[src/rtl/serial_bit_source.sv]
// Parallel-to-serial feeder: accepts words over valid/ready and shifts them out one bit per clk.
// Back-to-back words stream with no gap, so patterns spanning word boundaries stay intact.
module serial_bit_source #(
  parameter int WIDTH      = 8,
  parameter int MSB_FIRST  = 1,
  parameter bit IDLE_LEVEL = 1'b0
) (
  input  logic             clk,
  input  logic             clr,
  input  logic [WIDTH-1:0] din,
  input  logic             din_valid,
  output logic             din_ready,
  output logic             x,
  output logic             x_valid,
  output logic             busy,
  output logic             done
);
  localparam int CW = (WIDTH > 1) ? $clog2(WIDTH) : 1;

  typedef enum logic {IDLE, SHIFT} state_t;

  state_t           state, state_nxt;
  logic [WIDTH-1:0] shreg, shreg_nxt;
  logic [CW-1:0]    cnt, cnt_nxt;
  logic             x_nxt, x_valid_nxt, done_nxt;
  logic             accept;

  // First bit of a word goes straight to x at the accept edge; shreg keeps the remainder.
  function automatic logic head(input logic [WIDTH-1:0] v);
    return (MSB_FIRST != 0) ? v[WIDTH-1] : v[0];
  endfunction

  function automatic logic [WIDTH-1:0] adv(input logic [WIDTH-1:0] v);
    return (MSB_FIRST != 0) ? {v[WIDTH-2:0], 1'b0} : {1'b0, v[WIDTH-1:1]};
  endfunction

  // cnt counts bits still to come after the one on x, so cnt==0 marks the last-bit cycle.
  assign din_ready = (state == IDLE) | ((state == SHIFT) & (cnt == '0));
  assign accept    = din_valid & din_ready;

  always_ff @(posedge clk) begin
    if (clr) state <= IDLE;
    else     state <= state_nxt;
  end

  always_comb begin
    state_nxt = state;
    case (state)
      IDLE:    if (accept) state_nxt = SHIFT;
      SHIFT:   if ((cnt == '0) && !accept) state_nxt = IDLE;
      default: state_nxt = IDLE;
    endcase
  end

  always_comb begin
    shreg_nxt   = shreg;
    cnt_nxt     = cnt;
    x_nxt       = IDLE_LEVEL;
    x_valid_nxt = 1'b0;
    done_nxt    = 1'b0;
    if (accept) begin
      x_nxt       = head(din);
      shreg_nxt   = adv(din);
      cnt_nxt     = CW'(WIDTH - 1);
      x_valid_nxt = 1'b1;
    end else if ((state == SHIFT) && (cnt != '0)) begin
      x_nxt       = head(shreg);
      shreg_nxt   = adv(shreg);
      cnt_nxt     = cnt - CW'(1);
      x_valid_nxt = 1'b1;
      done_nxt    = (cnt == CW'(1));
    end else if (state == SHIFT) begin
      shreg_nxt = '0;
    end
  end

  always_ff @(posedge clk) begin
    if (clr) begin
      shreg   <= '0;
      cnt     <= '0;
      x       <= IDLE_LEVEL;
      x_valid <= 1'b0;
      busy    <= 1'b0;
      done    <= 1'b0;
    end else begin
      shreg   <= shreg_nxt;
      cnt     <= cnt_nxt;
      x       <= x_nxt;
      x_valid <= x_valid_nxt;
      busy    <= x_valid_nxt;
      done    <= done_nxt;
    end
  end
endmodule

[config.mk]
export PLATFORM = sky130hd
export DESIGN_NAME = serial_bit_source
export DESIGN_NICKNAME = d
export VERILOG_FILES = /design/src/rtl/serial_bit_source.sv
export SDC_FILE = /design/constraint.sdc
export NUM_CORES = 1
export LEC_CHECK = 0
export BUFFER_PORTS_ARGS = -buffer_cell sky130_fd_sc_hd__buf_2
export CAP_MARGIN = 20
export CORE_MARGIN = 3
export CORE_UTILIZATION = 25
export DETAILED_ROUTE_END_ITERATION = 6
export HOLD_SLACK_MARGIN = 0.12
export PLACE_DENSITY_LB_ADDON = 0.08
export SYNTH_ARGS = -nofsm -noshare
export SYNTH_HDL_FRONTEND = slang
export SYNTH_SLANG_ARGS = --single-unit
[constraint.sdc]
create_clock -name clk -period 1.73 [get_ports clk]
set_input_delay 0.346 -clock clk [delete_from_list [all_inputs] [get_ports clk]]
set_output_delay 0.346 -clock clk [all_outputs]
set_load 0.02 [all_outputs]
Yosys cells after proc, flatten, opt, wreduce, memory -nomap -nowiden
Index checks and enable logic that the tools add are counted.
{ "totals": {"in_bits": 11, "n_memories": 0, "rom_bits": 0, "latchBits": 0, "register_bits": 14, "mem_bits_rw": 0} }
{ "op_classes": {"bitwise_logic": 5, "n_lt_le_gt_ge": 0, "reduce_logical": 8, "n_addsub": 1, "muxes": 12, "n_shift": 0, "n_div": 0, "n_eq_ne": 1, "multipliers": 0} }
{ "ops": {"columns": ["cell", "count"], "rows": [
  ["$mux 8", 3],
  ["$mux 1", 6],
  ["$mux 3", 2],
  ["$reduce_bool 3->1", 2],
  ["$eq 3x1->1 const B", 1],
  ["$logic_not 3->1", 1],
  ["$reduce_or 3->1", 1],
  ["$sub 3x1->3 const B", 1],
  ["$and 1x1->1", 2],
  ["$logic_and 1x1->1", 2],
  ["$not 1->1", 2],
  ["$pmux 1 s2", 1],
  ["$reduce_bool 2->1", 1],
  ["$logic_not 1->1", 1],
  ["$or 1x1->1", 1]
]} }

Logic depth before layout (Yosys ltp)
{ "logic_depth": {"ltp_word": 8, "ltp_mapped": 6, "depth_no_buf": 5} }

Least setup slack after synthesis
No wires, ideal clock.
{ "synth_path": {"path_type": "register to register", "from": "reg cnt[0]", "to": "reg shreg[2]", "synth_period_minus_slack_ns": 1.343, "path_buffers": 1, "path_stages_with_launch": 7, "t_arrival_ns": 1.224, "required_time_ns": 1.611, "slack_ns": 0.387, "path_cell_list": "dfxtp_1 -> inv_1 -> ha_1 -> nand2b_4 -> buf_6 -> a21o_4 -> o221a_1"} }
{ "synth_between": {"elab_chain_len": 5, "elab_cells_between_ends": 9, "classes_between": "mux: 2; bitwise: 3; reduce/logical: 4"} }
{ "synth_lines": {"columns": ["element", "line_no", "text"], "rows": [
  ["from (decl)", "24", "logic [CW-1:0] cnt, cnt_nxt;"],
  ["from (signal assigned)", "87", "cnt <= cnt_nxt;"],
  ["$logic_not 3->1", "38", "assign din_ready = (state == IDLE) | ((state == SHIFT) & (cnt == '0));"],
  ["$and 1x1->1", "38", null],
  ["$or 1x1->1", "38", null],
  ["$and 1x1->1", "39", "assign accept = din_valid & din_ready;"],
  ["$reduce_bool 3->1 (no line) / $mux 8 (equally long branches)", null, null],
  ["to (signal assigned)", "86", "shreg <= shreg_nxt;"],
  ["to (decl)", "23", "logic [WIDTH-1:0] shreg, shreg_nxt;"]
]} }
Several ways; a longest one is shown, not always the timed one.
A chain may end at the register's enable or synchronous reset.

Worst setup path in the final report
{ "layout_path": {"from": "reg cnt[0]", "to": "out din_ready"} }
{ "layout_between": {"elab_chain_len": 3} }
{ "layout_lines": {"columns": ["element", "line_no", "text"], "rows": [
  ["$logic_not 3->1", "38", null],
  ["$and 1x1->1", "38", null],
  ["$or 1x1->1", "38", null],
  ["to (decl)", "12", "output logic din_ready,"]
]} }
No other way between the ends.

==> qor.csv <==
metric;value;unit
p_leak;0.354;nW
syn-instance-count;75;
rsz0062_at_grt;false;
place.gp.congestion;0.648;
antenna_found_initial;0;
worst_slack;0.114;ns
rows;18;
ir_worst_vdd;549;uV
htree_levels;1;
cp_data_arrival_time;1.27;ns
die_x;58.7;um
fin_crit;1.62;ns
grt_pass1_vias;555;
track_usage;10.4;%
io_pins;16;
status;finished clean;
worst_path_max_delay_cell;dfxtp_1;
cp.required;1.38;ns
hpwl;1080;um
worst_pin_slew;0.283;ns
viasPerCell;4.79;
num_vias;579;
num_antenna_cells;0;
drv_cap;0;
initial_core_util;27.0;%
worst_setup_path_end_kind;output pin;
clockRootBuffer;clkbuf_4;
die_area;3450;um^2
finClkSkew;0.00348;ns
finalSetupTns;0;ns
fin_nets;107;
yosysTopAreaCell;dfxtp_1;
cts_tree;yes;
drtPass1Iterations;4;
syn-cell-area;694;um^2
report.final.slew_viol_count;0;
core;2570;um^2
ys_warn_count;0;
grt_overflow;0;
crit_path_cell_trace;inv_1 -> ha_4 -> nand2b_4 -> nand2_4 -> buf_2;
synth.avg_cell_area;9.26;um^2
grt_pass1_wl;2630;um
crit_family;flip-flops;
hold_class;in2reg;
drc_errors;0;
first_iter_violations;15;
syn2layout_area_growth;19.8;%
dp_slack;0.277;ns
hold_viol_final;0;
fin_crit_sh;93.4;%
setup_viol;0;
cts.path.max_buffers;2;
totalWireLength;1570;um
final_area;832;um^2
grt_max_degree;18;
crit_buf_inv;2;
cp-start-kind;flop;
ant_nets;0;
synth_cell_type_count;24;
path_clk_slew;0.08;ns
fmax;619;MHz
die_h;58.7;um
drive_gt1_share;29.7;%
wire_per_inst;13.0;um
cts_buffers;3;
cpPeakStageDelay;0.33;ns
syn_nets;89;
placed_area;790;um^2
yosys-top-cells-area;dfxtp_1 (40%), o221a_1 (9.7%), and2_1 (5.4%), ha_1 (5.4%), nor3_1 (5.0%);
numPortBuffers;15;
final_cell_mix;buf_2 (15), dfxtp_1 (14), nor2_1 (9), nor3_1 (7);
ys_ff_latch;14;
clock-sinks;14;
cp_max_fo;8;
yosysTopAreaCellShare;40.4;%
path_class;reg2out;
yosysSeqAreaShare;40.4;%
final_common_cell;buf_2;
maxSlewHeadroom;81.1;%
power_density;875;nW/um^2
clock_latency;0.27;ns
-- Yosys cell counts --
library cell	count
clkbuf_1	1
a21oi_1	5
o211ai_1	2
o221a_1	6
a311oi_1	1
nor4b_1	1
nand2b_4	1
buf_6	1
nand3_1	1
and2b_1	1
a211oi_1	2
nor3_1	7
or3_1	1
ha_1	3
nand2_4	1
inv_1	4
a31o_2	1
dfxtp_1	14
nand2_1	2
buf_4	2
a21o_4	1
and2_1	6
buf_2	2
nor2_1	9
-- metrics by stage --
| step | hold WS (ns) | total power, mW | utilization, % | std cells |
|---|---|---|---|---|
| floorplan | 0.432 | 0.502 | - | 75 |
| global placement | 0.457 | 0.544 | 30.8 | 117 |
| detailed placement | 0.456 | 0.542 | 30.8 | 117 |
| CTS | 0.347 | 0.735 | 31.9 | 121 |
| global route | 0.386 | 0.781 | 32.4 | 121 |
| finish | 0.357 | 0.728 | 32.4 | 121 |
-- registers in the layout, indices dropped and copies added, names as in the netlist --
register / cells
busy: 1
cnt: 3
done: 1
shreg: 7
state: 1
x: 1
-- worst min-delay path: cells and delay by family --
kind	cells	cell delay [ns]
buffers and inverters	1	0.09
AOI/OAI and AO/OA	2	0.15
-- per-layer routing --
layer  up-vias  GRT usage (%)  share of wire (%)
li1        298              -                  -
met1       267           14.0                 49
met2        12           14.5                 42
met3         2           5.48                7.4
met4         0           2.91               0.76
met5         -              0                  0
-- power breakdown --
group | internal (mW) | switching [mW]
Clock | 0.0806 | 0.100
Combinational | 0.0830 | 0.0934
Sequential | 0.351 | 0.0198
Total | 0.514 | 0.214
-- worst paths after layout --
check	start	slack [ns]	endpoint	cells after the start
setup / recovery	cnt[0]	0.11	din_ready	5
hold / removal	din[7]	0.36	x	3
setup reg to reg	cnt[0]	0.29	shreg[2]	6
hold reg to reg	shreg[1]	0.46	shreg[1]	2
-- kinds of logic after synthesis --
kind of cell	count (synthesis)	share of synthesized area, %
AND/OR/NAND/NOR	30	24.0
AO/OA/AOI/OAI	18	22.3
adder cells (fa/ha/maj)	3	5.41
buffers and inverters	10	7.93
flip-flops	14	40.4
-- timing repair --
action,in CTS,in global routing
buffers inserted,1,0
hold buffers,0,0
setup endpoints to repair,1,1
resized for setup,0,2
-- final cells by class --
| cell class | count | area [um^2] |
|---|---|---|
| repair buffers | 19 | 105 |
| fillers | 296 | 1740 |
| flip-flops and latches | 14 | 280 |
| multi-input cells | 51 | 372 |
| inverters | 4 | 15.0 |
| clock buffers | 3 | 22.5 |
| well taps | 30 | 37.5 |
Note: power is estimated with default switching activity, not from simulation.
